### src/rtl/pipe_ctrl.sv
// pipe_ctrl: five-stage pipeline sequencer.
// Drives stage write-enables and clears. Resolves load-use stalls,
// data-memory freezes, branch flushes, interrupt entry and ERET return.
// Owns EPC and the in-handler flag.
// Optional build macro PIPE_STALL_CNT_EN adds a saturating stall-cycle counter.
// Without it, stall_cnt is tied to zero.
module pipe_ctrl #(
  parameter logic [31:0] HANDLER_ADDR = 32'h0000_4180,
  parameter int unsigned CNT_W        = 16
) (
  input  logic             clk,
  input  logic             rst,
  input  logic [4:0]       id_rs,
  input  logic [4:0]       id_rt,
  input  logic             id_use_rs,
  input  logic             id_use_rt,
  input  logic             ex_mem_rd,
  input  logic [4:0]       ex_wa,
  input  logic             ex_br_taken,
  input  logic             dm_busy,
  input  logic             int_req,
  input  logic             int_en,
  input  logic             eret_mem,
  input  logic             id_valid,
  input  logic             ex_valid,
  input  logic             mem_valid,
  input  logic [31:0]      if_pc,
  input  logic [31:0]      id_pc,
  input  logic [31:0]      ex_pc,
  input  logic [31:0]      mem_pc,
  output logic             pc_wr,
  output logic             ifid_wr,
  output logic             idex_wr,
  output logic             exmem_wr,
  output logic             memwb_wr,
  output logic             ifid_clr,
  output logic             idex_clr,
  output logic             exmem_clr,
  output logic             memwb_clr,
  output logic [1:0]       pc_sel,
  output logic [31:0]      epc,
  output logic             int_ack,
  output logic             in_handler,
  output logic [CNT_W-1:0] stall_cnt
);

  localparam logic [1:0] RUN        = 2'd0;
  localparam logic [1:0] INT_FLUSH  = 2'd1;
  localparam logic [1:0] ERET_FLUSH = 2'd2;

  logic [1:0]  state;
  logic [1:0]  state_nxt;
  logic        load_use;
  logic        take_int;
  logic        capture;
  logic        stall_cyc;
  logic [31:0] oldest_pc;

  // Hazard detection, interrupt qualification and oldest in-flight PC
  always_comb begin
    load_use = ex_mem_rd && (ex_wa != '0) &&
               ((id_use_rs && (id_rs == ex_wa)) || (id_use_rt && (id_rt == ex_wa)));
    take_int = int_req && int_en && !in_handler;
    if (mem_valid)     oldest_pc = mem_pc;
    else if (ex_valid) oldest_pc = ex_pc;
    else if (id_valid) oldest_pc = id_pc;
    else               oldest_pc = if_pc;
  end

  // Stage control decode and next-state selection
  always_comb begin
    pc_wr     = 1'b1;
    ifid_wr   = 1'b1;
    idex_wr   = 1'b1;
    exmem_wr  = 1'b1;
    memwb_wr  = 1'b1;
    ifid_clr  = 1'b0;
    idex_clr  = 1'b0;
    exmem_clr = 1'b0;
    memwb_clr = 1'b0;
    pc_sel    = 2'd0;
    int_ack   = 1'b0;
    capture   = 1'b0;
    stall_cyc = 1'b0;
    state_nxt = state;
    case (state)
      RUN: begin
        if (dm_busy) begin
          {pc_wr, ifid_wr, idex_wr, exmem_wr, memwb_wr} = '0;
          stall_cyc = 1'b1;
        end else if (take_int) begin
          {pc_wr, ifid_wr, idex_wr, exmem_wr, memwb_wr} = '0;
          capture   = 1'b1;
          state_nxt = INT_FLUSH;
        end else if (eret_mem) begin
          {pc_wr, ifid_wr, idex_wr, exmem_wr, memwb_wr} = '0;
          state_nxt = ERET_FLUSH;
        end else if (ex_br_taken) begin
          ifid_clr = 1'b1;
          idex_clr = 1'b1;
        end else if (load_use) begin
          pc_wr     = 1'b0;
          ifid_wr   = 1'b0;
          idex_clr  = 1'b1;
          stall_cyc = 1'b1;
        end
      end
      INT_FLUSH: begin
        ifid_clr  = 1'b1;
        idex_clr  = 1'b1;
        exmem_clr = 1'b1;
        memwb_clr = 1'b1;
        pc_sel    = 2'd1;
        int_ack   = 1'b1;
        state_nxt = RUN;
      end
      ERET_FLUSH: begin
        ifid_clr  = 1'b1;
        idex_clr  = 1'b1;
        exmem_clr = 1'b1;
        pc_sel    = 2'd2;
        state_nxt = RUN;
      end
      default: state_nxt = RUN;
    endcase
  end

  // State, EPC capture and handler flag
  always_ff @(posedge clk or negedge rst) begin
    if (!rst) begin
      state      <= RUN;
      epc        <= '0;
      in_handler <= 1'b0;
    end else begin
      state <= state_nxt;
      if (capture) epc <= oldest_pc;
      if (state == INT_FLUSH)       in_handler <= 1'b1;
      else if (state == ERET_FLUSH) in_handler <= 1'b0;
    end
  end

`ifdef PIPE_STALL_CNT_EN
  logic [CNT_W-1:0] cnt;

  // Saturating count of frozen-PC cycles caused by memory busy or load-use
  always_ff @(posedge clk or negedge rst) begin
    if (!rst)                        cnt <= '0;
    else if (stall_cyc && cnt != '1) cnt <= cnt + 1'b1;
  end

  assign stall_cnt = cnt;
`else
  logic unused_stall;
  assign unused_stall = stall_cyc;
  assign stall_cnt    = '0;
`endif

  // Handler entry address must be word aligned whenever it is selected
  a_handler_aligned: assert property (@(posedge clk) disable iff (!rst)
    (pc_sel != 2'd1) || (HANDLER_ADDR[1:0] == 2'b00));

endmodule
### config.mk
export PLATFORM = sky130hd
export DESIGN_NAME = pipe_ctrl
export DESIGN_NICKNAME = d
export VERILOG_FILES = /design/src/rtl/pipe_ctrl.sv
export SDC_FILE = /design/constraint.sdc
export NUM_CORES = 1
export LEC_CHECK = 0
export ABC_AREA = 1
export CORE_ASPECT_RATIO = 1.5
export CORE_MARGIN = 4
export CORE_UTILIZATION = 39
export CTS_BUF_LIST = sky130_fd_sc_hd__clkbuf_4 sky130_fd_sc_hd__clkbuf_8
export DETAILED_ROUTE_END_ITERATION = 8
export PLACE_DENSITY = 0.89
export SLEW_MARGIN = 20
export SYNTH_ARGS = -nofsm -noshare
export SYNTH_HDL_FRONTEND = slang
export SYNTH_SLANG_ARGS = --single-unit
### constraint.sdc
create_clock -name clk -period 4.2 [get_ports clk]
set_clock_uncertainty 0.2 [all_clocks]
set_input_delay 0.84 -clock clk [delete_from_list [all_inputs] [get_ports clk]]
set_output_delay 0.84 -clock clk [all_outputs]
set_load 0.005 [all_outputs]
==> report_table.html, run 1 <==
<table>
<tr><th>Metric</th><th>Value</th></tr>
<tr><th colspan="2">Run status</th></tr>
<tr><td>Outcome</td><td>finished clean</td></tr>
<tr><th colspan="2">Clock network</th></tr>
<tr><td>Clk_lat worst skew</td><td>0.27 ns</td></tr>
<tr><td>Post-CTS sizing</td><td>0</td></tr>
<tr><td>CTS root buf</td><td>clkbuf_8</td></tr>
<tr><td>Maximum level of the CTS H-tree</td><td>2</td></tr>
<tr><td>Hold buffers post-CTS</td><td>0</td></tr>
<tr><td>Sinks on Clock Net</td><td>35</td></tr>
<tr><td>Total CTS buffers</td><td>5</td></tr>
<tr><td>CTS tree</td><td>built</td></tr>
<tr><td>Worst-path clk slew</td><td>0.07 ns</td></tr>
<tr><td>Buffers inserted by post-CTS timing repair</td><td>0</td></tr>
<tr><td>Maximum number of buffers from clock root to sink</td><td>2</td></tr>
<tr><th colspan="2">STA</th></tr>
<tr><td>Max-Slew Margin vs Limit</td><td>29.0%</td></tr>
<tr><td>Maximum clock frequency</td><td>280 MHz</td></tr>
<tr><td>Hold slack</td><td>0.323 ns</td></tr>
<tr><td>Setup repair after global routing missed its margin</td><td>false</td></tr>
<tr><td>Fin crit period</td><td>3.57 ns</td></tr>
<tr><td>Worst-Margin Slew</td><td>1.06 ns</td></tr>
<tr><td>Max-slew violations</td><td>0</td></tr>
<tr><td>Setup violations, final</td><td>0</td></tr>
<tr><td>Post-Route Setup TNS</td><td>0 ns</td></tr>
<tr><td>Period Utilization, post-route</td><td>85.0%</td></tr>
<tr><td>Final-report hold violation count</td><td>0</td></tr>
<tr><th colspan="2">Yosys</th></tr>
<tr><td>Post-Syn Instances</td><td>433</td></tr>
<tr><td>Netlist area before placement</td><td>3000 um2</td></tr>
<tr><td>Syn avg cell area</td><td>6.94 um2</td></tr>
<tr><td>Sequential-to-total area share from yosys stat</td><td>29.2%</td></tr>
<tr><td>Number of warnings printed during yosys synthesis</td><td>0</td></tr>
<tr><td>Number of register bits inferred by synthesis</td><td>35</td></tr>
<tr><td>Count of distinct cell types in the synthesized netlist</td><td>22</td></tr>
<tr><th colspan="2">Cells and area</th></tr>
<tr><td>Fraction of layout cells with a size suffix above 1</td><td>8.05%</td></tr>
<tr><td>N_diodes</td><td>0</td></tr>
<tr><td>Signed area change from the synthesized netlist to the final layout</td><td>64.4%</td></tr>
<tr><td>Post-layout util</td><td>67.0%</td></tr>
<tr><td>Nets</td><td>769</td></tr>
<tr><td>Final std cells w/o fill</td><td>709</td></tr>
<tr><td>Final standard cell area without fillers</td><td>4940 um2</td></tr>
<tr><th colspan="2">Placed design</th></tr>
<tr><td>Half-perimeter wire length of the detailed placement result</td><td>8.84 mm</td></tr>
<tr><td>Number of placed instances with taps included</td><td>702</td></tr>
<tr><td>Instance area after placement</td><td>4850 um2</td></tr>
<tr><td>Placer congestion estimate</td><td>0.839</td></tr>
<tr><td>Count of input and output buffers</td><td>200</td></tr>
<tr><th colspan="2">Critical path</th></tr>
<tr><td>Maximum fanout along the worst path</td><td>4</td></tr>
<tr><td>WS Path Type</td><td>in -&gt; out</td></tr>
<tr><td>Crit. End Element</td><td>output pin</td></tr>
<tr><td>Crit path required time</td><td>3.16 ns</td></tr>
<tr><td>Arrival time reported for the critical path endpoint</td><td>2.53 ns</td></tr>
<tr><td>Setup crit start kind</td><td>input pin</td></tr>
<tr><th colspan="2">Detailed routing</th></tr>
<tr><td>Total wire length</td><td>11.2 mm</td></tr>
<tr><td>Antenna viol nets, final</td><td>0</td></tr>
<tr><td>DRC viols</td><td>0</td></tr>
<tr><td>Initial DRT Pass Iterations</td><td>5</td></tr>
<tr><td>Via density</td><td>5.18</td></tr>
<tr><td>Count of vias placed by the detailed router</td><td>3673</td></tr>
<tr><td>Drt wl/cell</td><td>15.8 um</td></tr>
<tr><td>Initial DRC Count</td><td>224</td></tr>
<tr><th colspan="2">Floorplanning</th></tr>
<tr><td>Effective utilization at floorplan</td><td>40.7%</td></tr>
<tr><td>Number of top-level design ports</td><td>217</td></tr>
<tr><td>Standard cell core area</td><td>7370 um2</td></tr>
<tr><td>Die Width</td><td>79.6 um</td></tr>
<tr><td>Die Span Y</td><td>115 um</td></tr>
<tr><td>Die ar.</td><td>9200 um2</td></tr>
<tr><td>Rows</td><td>38</td></tr>
<tr><th colspan="2">Power</th></tr>
<tr><td>Static power due to leakage</td><td>2.14 nW</td></tr>
<tr><td>Pwr per Cell Area</td><td>387 nW/um2</td></tr>
<tr><td>Worst supply voltage drop on vdd</td><td>0.202 mV</td></tr>
<tr><th colspan="2">Global route</th></tr>
<tr><td>Pin count of the biggest net entering global routing</td><td>52</td></tr>
<tr><td>Sum of overflow across all layers after global routing</td><td>0</td></tr>
<tr><td>Via count of the first global-routing pass</td><td>3778</td></tr>
<tr><td>First-pass GRT wire length</td><td>17.3 mm</td></tr>
<tr><td>Antenna violations before repair</td><td>0</td></tr>
<tr><td>All-layer global routing usage</td><td>23.8%</td></tr>
<tr><th colspan="2">Run</th></tr>
<tr><td>Maxcap violations</td><td>0</td></tr>
<tr><th colspan="2">Worst hold path</th></tr>
<tr><td>Min-delay worst type</td><td>reg -&gt; reg</td></tr>
</table>
synthesized netlist by cell type:
cell,instances,area (um2)
ha_1,4,50.1
buf_6,10,113
o31ai_1,2,15.0
nand2_1,97,364
conb_1,1,3.75
buf_4,22,165
nor2_1,75,282
inv_2,2,7.51
nand4_1,1,6.26
buf_2,13,65.1
clkbuf_1,6,22.5
a22oi_1,1,7.51
inv_1,23,86.3
o31ai_2,30,375
inv_4,1,6.26
nand3_1,6,30.0
o21ai_1,1,5.00
a21oi_1,96,480
nand2_2,1,6.26
dfrtp_1,35,876
nor2_4,1,11.3
o21ai_0,5,25.0
final timing paths:
kind	from	end	slack [ns]	cells after the start
worst max-delay path	ex_wa[4]	idex_clr	0.63	10
worst min-delay path	epc[12]$_DFFE_PN0P_	epc[12]$_DFFE_PN0P_	0.32	2
worst max register to register	state[0]$_DFFE_PN0P_	epc[9]$_DFFE_PN0P_	1.74	8
worst min register to register	epc[12]$_DFFE_PN0P_	epc[12]$_DFFE_PN0P_	0.32	2
max in group asynchronous	rst	epc[27]$_DFFE_PN0P_	2.83	1
min in group asynchronous	rst	epc[7]$_DFFE_PN0P_	0.45	1
metrics by stage:
step	total power (W)	setup slack [ns]
global placement	0.00164	0.720
floorplan	0.00102	1.50
CTS	0.00193	0.615
finish	0.00191	0.629
detailed placement	0.00167	0.618
global route	0.00205	0.475
critical path, stage by stage:
cell and delay (ns):
clkdlybuf4s50_1 0.53, inv_1 0.07, nand2_1 0.06, nand2_1 0.06, nor2_1 0.12, nand3_1 0.09, nand2_1 0.10, nand3_1 0.08
nand2_1 0.08, clkdlybuf4s50_1 0.50
cells by family (layout without fill, tap and decap cells):
group,after synthesis,after routing,synth area share [%]
other,1,16,0.125
AND/OR/NAND/NOR,181,181,23.3
buffers and inverters,77,238,15.5
AO/OA/AOI/OAI,135,135,30.2
flip-flops,35,35,29.2
adder cells (fa/ha/maj),4,4,1.67
area by class of cell:
type | count | area (um2)
repair buffers | 205 | 2030
well taps | 100 | 125
clock inverters | 1 | 5.00
inverters | 26 | 100
clock buffers | 6 | 82.6
fillers | 611 | 2430
multi-input cells | 336 | 1720
flip-flops and latches | 35 | 876
power breakdown:
part | internal [W] | leakage, nW | switching, W
Combinational | 0.000629 | 1.69 | 0.000439
Sequential | 0.000500 | 0.399 | 0.0000969
Clock | 0.000129 | 0.0470 | 0.000119
Total | 0.00126 | 2.14 | 0.000655
sequential cells by signal, summed over array words and instances, names as in the netlist:
| signal | cells |
|---|---|
| in_handler | 1 |
| state | 2 |
| epc | 32 |
metal layers:
| metal | GRT usage [%] | part of all wire [%] | vias up |
|---|---|---|---|
| met5 | 0 | 0 | - |
| met4 | 10.8 | 2.7 | 0 |
| met3 | 5.83 | 9.1 | 22 |
| met2 | 46.1 | 55 | 182 |
| met1 | 23.1 | 33 | 1722 |
| li1 | - | - | 1747 |
layout by cell type, fill, tap and decap left out:
| cell type | count |
|---|---|
| clkbuf_8 | 6 |
| nor2_1 | 75 |
| nand3_1 | 6 |
| nand2_2 | 1 |
| buf_4 | 5 |
| buf_2 | 2 |
| dfrtp_1 | 35 |
| o31ai_2 | 30 |
| nand4_1 | 1 |
| o21ai_0 | 5 |
| o31ai_1 | 2 |
| a22oi_1 | 1 |
| a21oi_1 | 96 |
| o21ai_1 | 1 |
| nor2_4 | 1 |
| inv_1 | 23 |
| clkdlybuf4s50_1 | 198 |
| clkinv_2 | 1 |
| ha_1 | 4 |
| inv_2 | 2 |
| inv_4 | 1 |
| nand2_1 | 97 |
| conb_1 | 16 |
(Power assumes the default switching activity.)
==> run 2: changes to the inputs <==
PLACE_DENSITY = 0.85   (was 0.89)
==> run 2 against run 1 <==
- register-to-register slack better by 0.04 ns
- global-route usage up 0.31 points
- combinational power about the same
- total power up 1.4%
- critical path depth down 1
- count of clock-buffer cells in the layout up 2
- design area up 0.33%
- critical endpoint is now ifid_wr
==> report_table.html, run 2 (same netlist as run 1, synthesis figures left out) <==
<table>
<tr><th>Metric</th><th>Value</th></tr>
<tr><th colspan="2">Run status</th></tr>
<tr><td>Outcome</td><td>finished clean</td></tr>
<tr><th colspan="2">Cells and area</th></tr>
<tr><td>Top reg by flops</td><td>epc</td></tr>
<tr><td>Nets</td><td>769</td></tr>
<tr><td>Fraction of layout cells with a size suffix above 1</td><td>8.20%</td></tr>
<tr><td>Top Registers</td><td>epc: 32 flops, state: 2 flops, in_handler: 1 flops</td></tr>
<tr><td>Final std cells w/o fill</td><td>710</td></tr>
<tr><td>Leading cell type in the layout, fill and taps excluded</td><td>clkdlybuf4s50_1</td></tr>
<tr><td>Signed area change from the synthesized netlist to the final layout</td><td>64.9%</td></tr>
<tr><td>N_diodes</td><td>0</td></tr>
<tr><td>Max FFs per register</td><td>32</td></tr>
<tr><td>Highest-count cells in the layout ignoring fill and taps</td><td>clkdlybuf4s50_1, nand2_1, a21oi_1</td></tr>
<tr><td>Post-layout util</td><td>67.2%</td></tr>
<tr><td>Total of fill cells in the finished design</td><td>624</td></tr>
<tr><th colspan="2">Clock network</th></tr>
<tr><td>Total CTS buffers</td><td>5</td></tr>
<tr><td>Post-CTS sizing</td><td>0</td></tr>
<tr><td>Sinks on Clock Net</td><td>35</td></tr>
<tr><td>Clk_lat worst skew</td><td>0.28 ns</td></tr>
<tr><td>Hold buffers post-CTS</td><td>0</td></tr>
<tr><td>Buffers inserted by post-CTS timing repair</td><td>0</td></tr>
<tr><td>CTS tree</td><td>built</td></tr>
<tr><td>CTS root buf</td><td>clkbuf_8</td></tr>
<tr><td>Maximum level of the CTS H-tree</td><td>2</td></tr>
<tr><td>Worst-path clk slew</td><td>0.07 ns</td></tr>
<tr><td>Maximum number of buffers from clock root to sink</td><td>2</td></tr>
<tr><th colspan="2">Power</th></tr>
<tr><td>Pwr per Cell Area</td><td>392 nW/um2</td></tr>
<tr><td>Static power due to leakage</td><td>2.15 nW</td></tr>
<tr><td>Psw</td><td>0.000655 W</td></tr>
<tr><td>Share of total power in sequential cells</td><td>30.4%</td></tr>
<tr><td>Clock power share</td><td>14.4%</td></tr>
<tr><td>Worst supply voltage drop on vdd</td><td>0.184 mV</td></tr>
<tr><td>Sw Share</td><td>33.8%</td></tr>
<tr><td>Internal power consumption</td><td>0.00128 W</td></tr>
<tr><td>Logic pwr share</td><td>55.2%</td></tr>
<tr><th colspan="2">STA</th></tr>
<tr><td>Setup violations, final</td><td>0</td></tr>
<tr><td>Maximum clock frequency</td><td>277 MHz</td></tr>
<tr><td>Worst-Margin Slew</td><td>1.01 ns</td></tr>
<tr><td>Worst Setup Slack, final</td><td>0.591 ns</td></tr>
<tr><td>Max-Slew Margin vs Limit</td><td>32.9%</td></tr>
<tr><td>Setup repair after global routing missed its margin</td><td>false</td></tr>
<tr><td>Period Utilization, post-route</td><td>85.9%</td></tr>
<tr><td>Fin crit period</td><td>3.61 ns</td></tr>
<tr><td>Post-Route Setup TNS</td><td>0 ns</td></tr>
<tr><td>Max-slew violations</td><td>0</td></tr>
<tr><td>Final-report hold violation count</td><td>0</td></tr>
<tr><td>Hold slack</td><td>0.325 ns</td></tr>
<tr><th colspan="2">Critical path</th></tr>
<tr><td>Setup crit start kind</td><td>input pin</td></tr>
<tr><td>WS Path Type</td><td>in -&gt; out</td></tr>
<tr><td>Crit path required time</td><td>3.16 ns</td></tr>
<tr><td>Register-to-register path setup slack</td><td>1.78 ns</td></tr>
<tr><td>Arrival time reported for the critical path endpoint</td><td>2.57 ns</td></tr>
<tr><td>Worst reg2reg path depth</td><td>8</td></tr>
<tr><td>End point of the critical path</td><td>ifid_wr</td></tr>
<tr><td>Launching point of the worst reg2reg path</td><td>state[0]$_DFFE_PN0P_</td></tr>
<tr><td>Terminus of the critical flop-to-flop path</td><td>epc[28]$_DFFE_PN0P_</td></tr>
<tr><td>Maximum fanout along the worst path</td><td>3</td></tr>
<tr><td>Critical path origin</td><td>ex_wa[3]</td></tr>
<tr><td>Crit. End Element</td><td>output pin</td></tr>
<tr><th colspan="2">Detailed routing</th></tr>
<tr><td>Met3 WL</td><td>1.01 mm</td></tr>
<tr><td>Uppermost routed layer</td><td>met4</td></tr>
<tr><td>Count of vias placed by the detailed router</td><td>3590</td></tr>
<tr><td>Via density</td><td>5.06</td></tr>
<tr><td>Initial DRC Count</td><td>179</td></tr>
<tr><td>Routed metal-1 wire length</td><td>3.85 mm</td></tr>
<tr><td>DRC viols</td><td>0</td></tr>
<tr><td>Initial DRT Pass Iterations</td><td>4</td></tr>
<tr><td>Antenna viol nets, final</td><td>0</td></tr>
<tr><td>Drt wl/cell</td><td>16.0 um</td></tr>
<tr><td>Routed length on met2</td><td>6.21 mm</td></tr>
<tr><td>Total wire length</td><td>11.3 mm</td></tr>
<tr><th colspan="2">Global route</th></tr>
<tr><td>First-pass GRT wire length</td><td>17.3 mm</td></tr>
<tr><td>All-layer global routing usage</td><td>24.1%</td></tr>
<tr><td>Antenna violations before repair</td><td>0</td></tr>
<tr><td>Pin count of the biggest net entering global routing</td><td>39</td></tr>
<tr><td>Via count of the first global-routing pass</td><td>3666</td></tr>
<tr><td>Sum of overflow across all layers after global routing</td><td>0</td></tr>
<tr><th colspan="2">Run</th></tr>
<tr><td>Maxcap violations</td><td>0</td></tr>
<tr><th colspan="2">Floorplanning</th></tr>
<tr><td>Die Span Y</td><td>115 um</td></tr>
<tr><td>Die ar.</td><td>9200 um2</td></tr>
<tr><td>Die Width</td><td>79.6 um</td></tr>
<tr><td>Effective utilization at floorplan</td><td>40.7%</td></tr>
<tr><td>Standard cell core area</td><td>7370 um2</td></tr>
<tr><td>Rows</td><td>38</td></tr>
<tr><td>Number of top-level design ports</td><td>217</td></tr>
<tr><th colspan="2">Placed design</th></tr>
<tr><td>Number of placed instances with taps included</td><td>702</td></tr>
<tr><td>Count of input and output buffers</td><td>200</td></tr>
<tr><td>Half-perimeter wire length of the detailed placement result</td><td>8.75 mm</td></tr>
<tr><td>Setup WS pre-CTS</td><td>0.621 ns</td></tr>
<tr><td>Placer congestion estimate</td><td>0.865</td></tr>
<tr><th colspan="2">Worst hold path</th></tr>
<tr><td>Min-delay worst type</td><td>reg -&gt; reg</td></tr>
</table>
==> run 2: critical path, cell delays in order <==
cell and delay, ns:
clkdlybuf4s50_1 0.45, inv_1 0.12, nand4_1 0.15, o21ai_0 0.18, inv_1 0.08, nand3_1 0.09
nand2_1 0.05, inv_1 0.09, clkdlybuf4s50_1 0.51
==> run 2: worst min-delay path by stage <==
stage / start / endpoint / slack (ns) / cells after the start
after floorplan: epc[0]$_DFFE_PN0P_ / epc[0]$_DFFE_PN0P_ / 0.31 / 2
after global placement: epc[31]$_DFFE_PN0P_ / epc[31]$_DFFE_PN0P_ / 0.30 / 2
after detailed placement: epc[19]$_DFFE_PN0P_ / epc[19]$_DFFE_PN0P_ / 0.31 / 2
after CTS: epc[19]$_DFFE_PN0P_ / epc[19]$_DFFE_PN0P_ / 0.33 / 2
after global routing: epc[19]$_DFFE_PN0P_ / epc[19]$_DFFE_PN0P_ / 0.35 / 2
final: epc[19]$_DFFE_PN0P_ / epc[19]$_DFFE_PN0P_ / 0.32 / 2
==> run 2: power by group through the flow <==
stage	combinational [W]	sequential [W]	clock [W]
floorplan	0.000416	0.000603	0
global placement	0.00106	0.000589	0
detailed placement	0.00107	0.000595	0
CTS	0.00108	0.000590	0.000286
global route	0.00117	0.000611	0.000303
finish	0.00107	0.000590	0.000278
==> run 2: area by class of cell <==
type	count	area, um2	share of cell area [%]
flip-flops and latches	35	876	17.7
repair buffers	205	2030	41.0
inverters	26	100	2.02
well taps	100	125	2.53
clock buffers	8	104	2.10
multi-input cells	336	1720	34.7
==> run 2: stage by stage <==
step | power [W] | area [um2]
after floorplan | 0.00102 | 3060
after global placement | 0.00164 | 4850
after detailed placement | 0.00167 | 4850
after CTS | 0.00196 | 4950
after global routing | 0.00209 | 4950
final | 0.00194 | 4950
==> run 2: per-layer routing <==
metal | vias to the layer above | track usage, %
met5 | - | 0
met4 | 0 | 8.03
met3 | 22 | 6.92
met2 | 156 | 47.5
met1 | 1670 | 23.3
li1 | 1742 | -
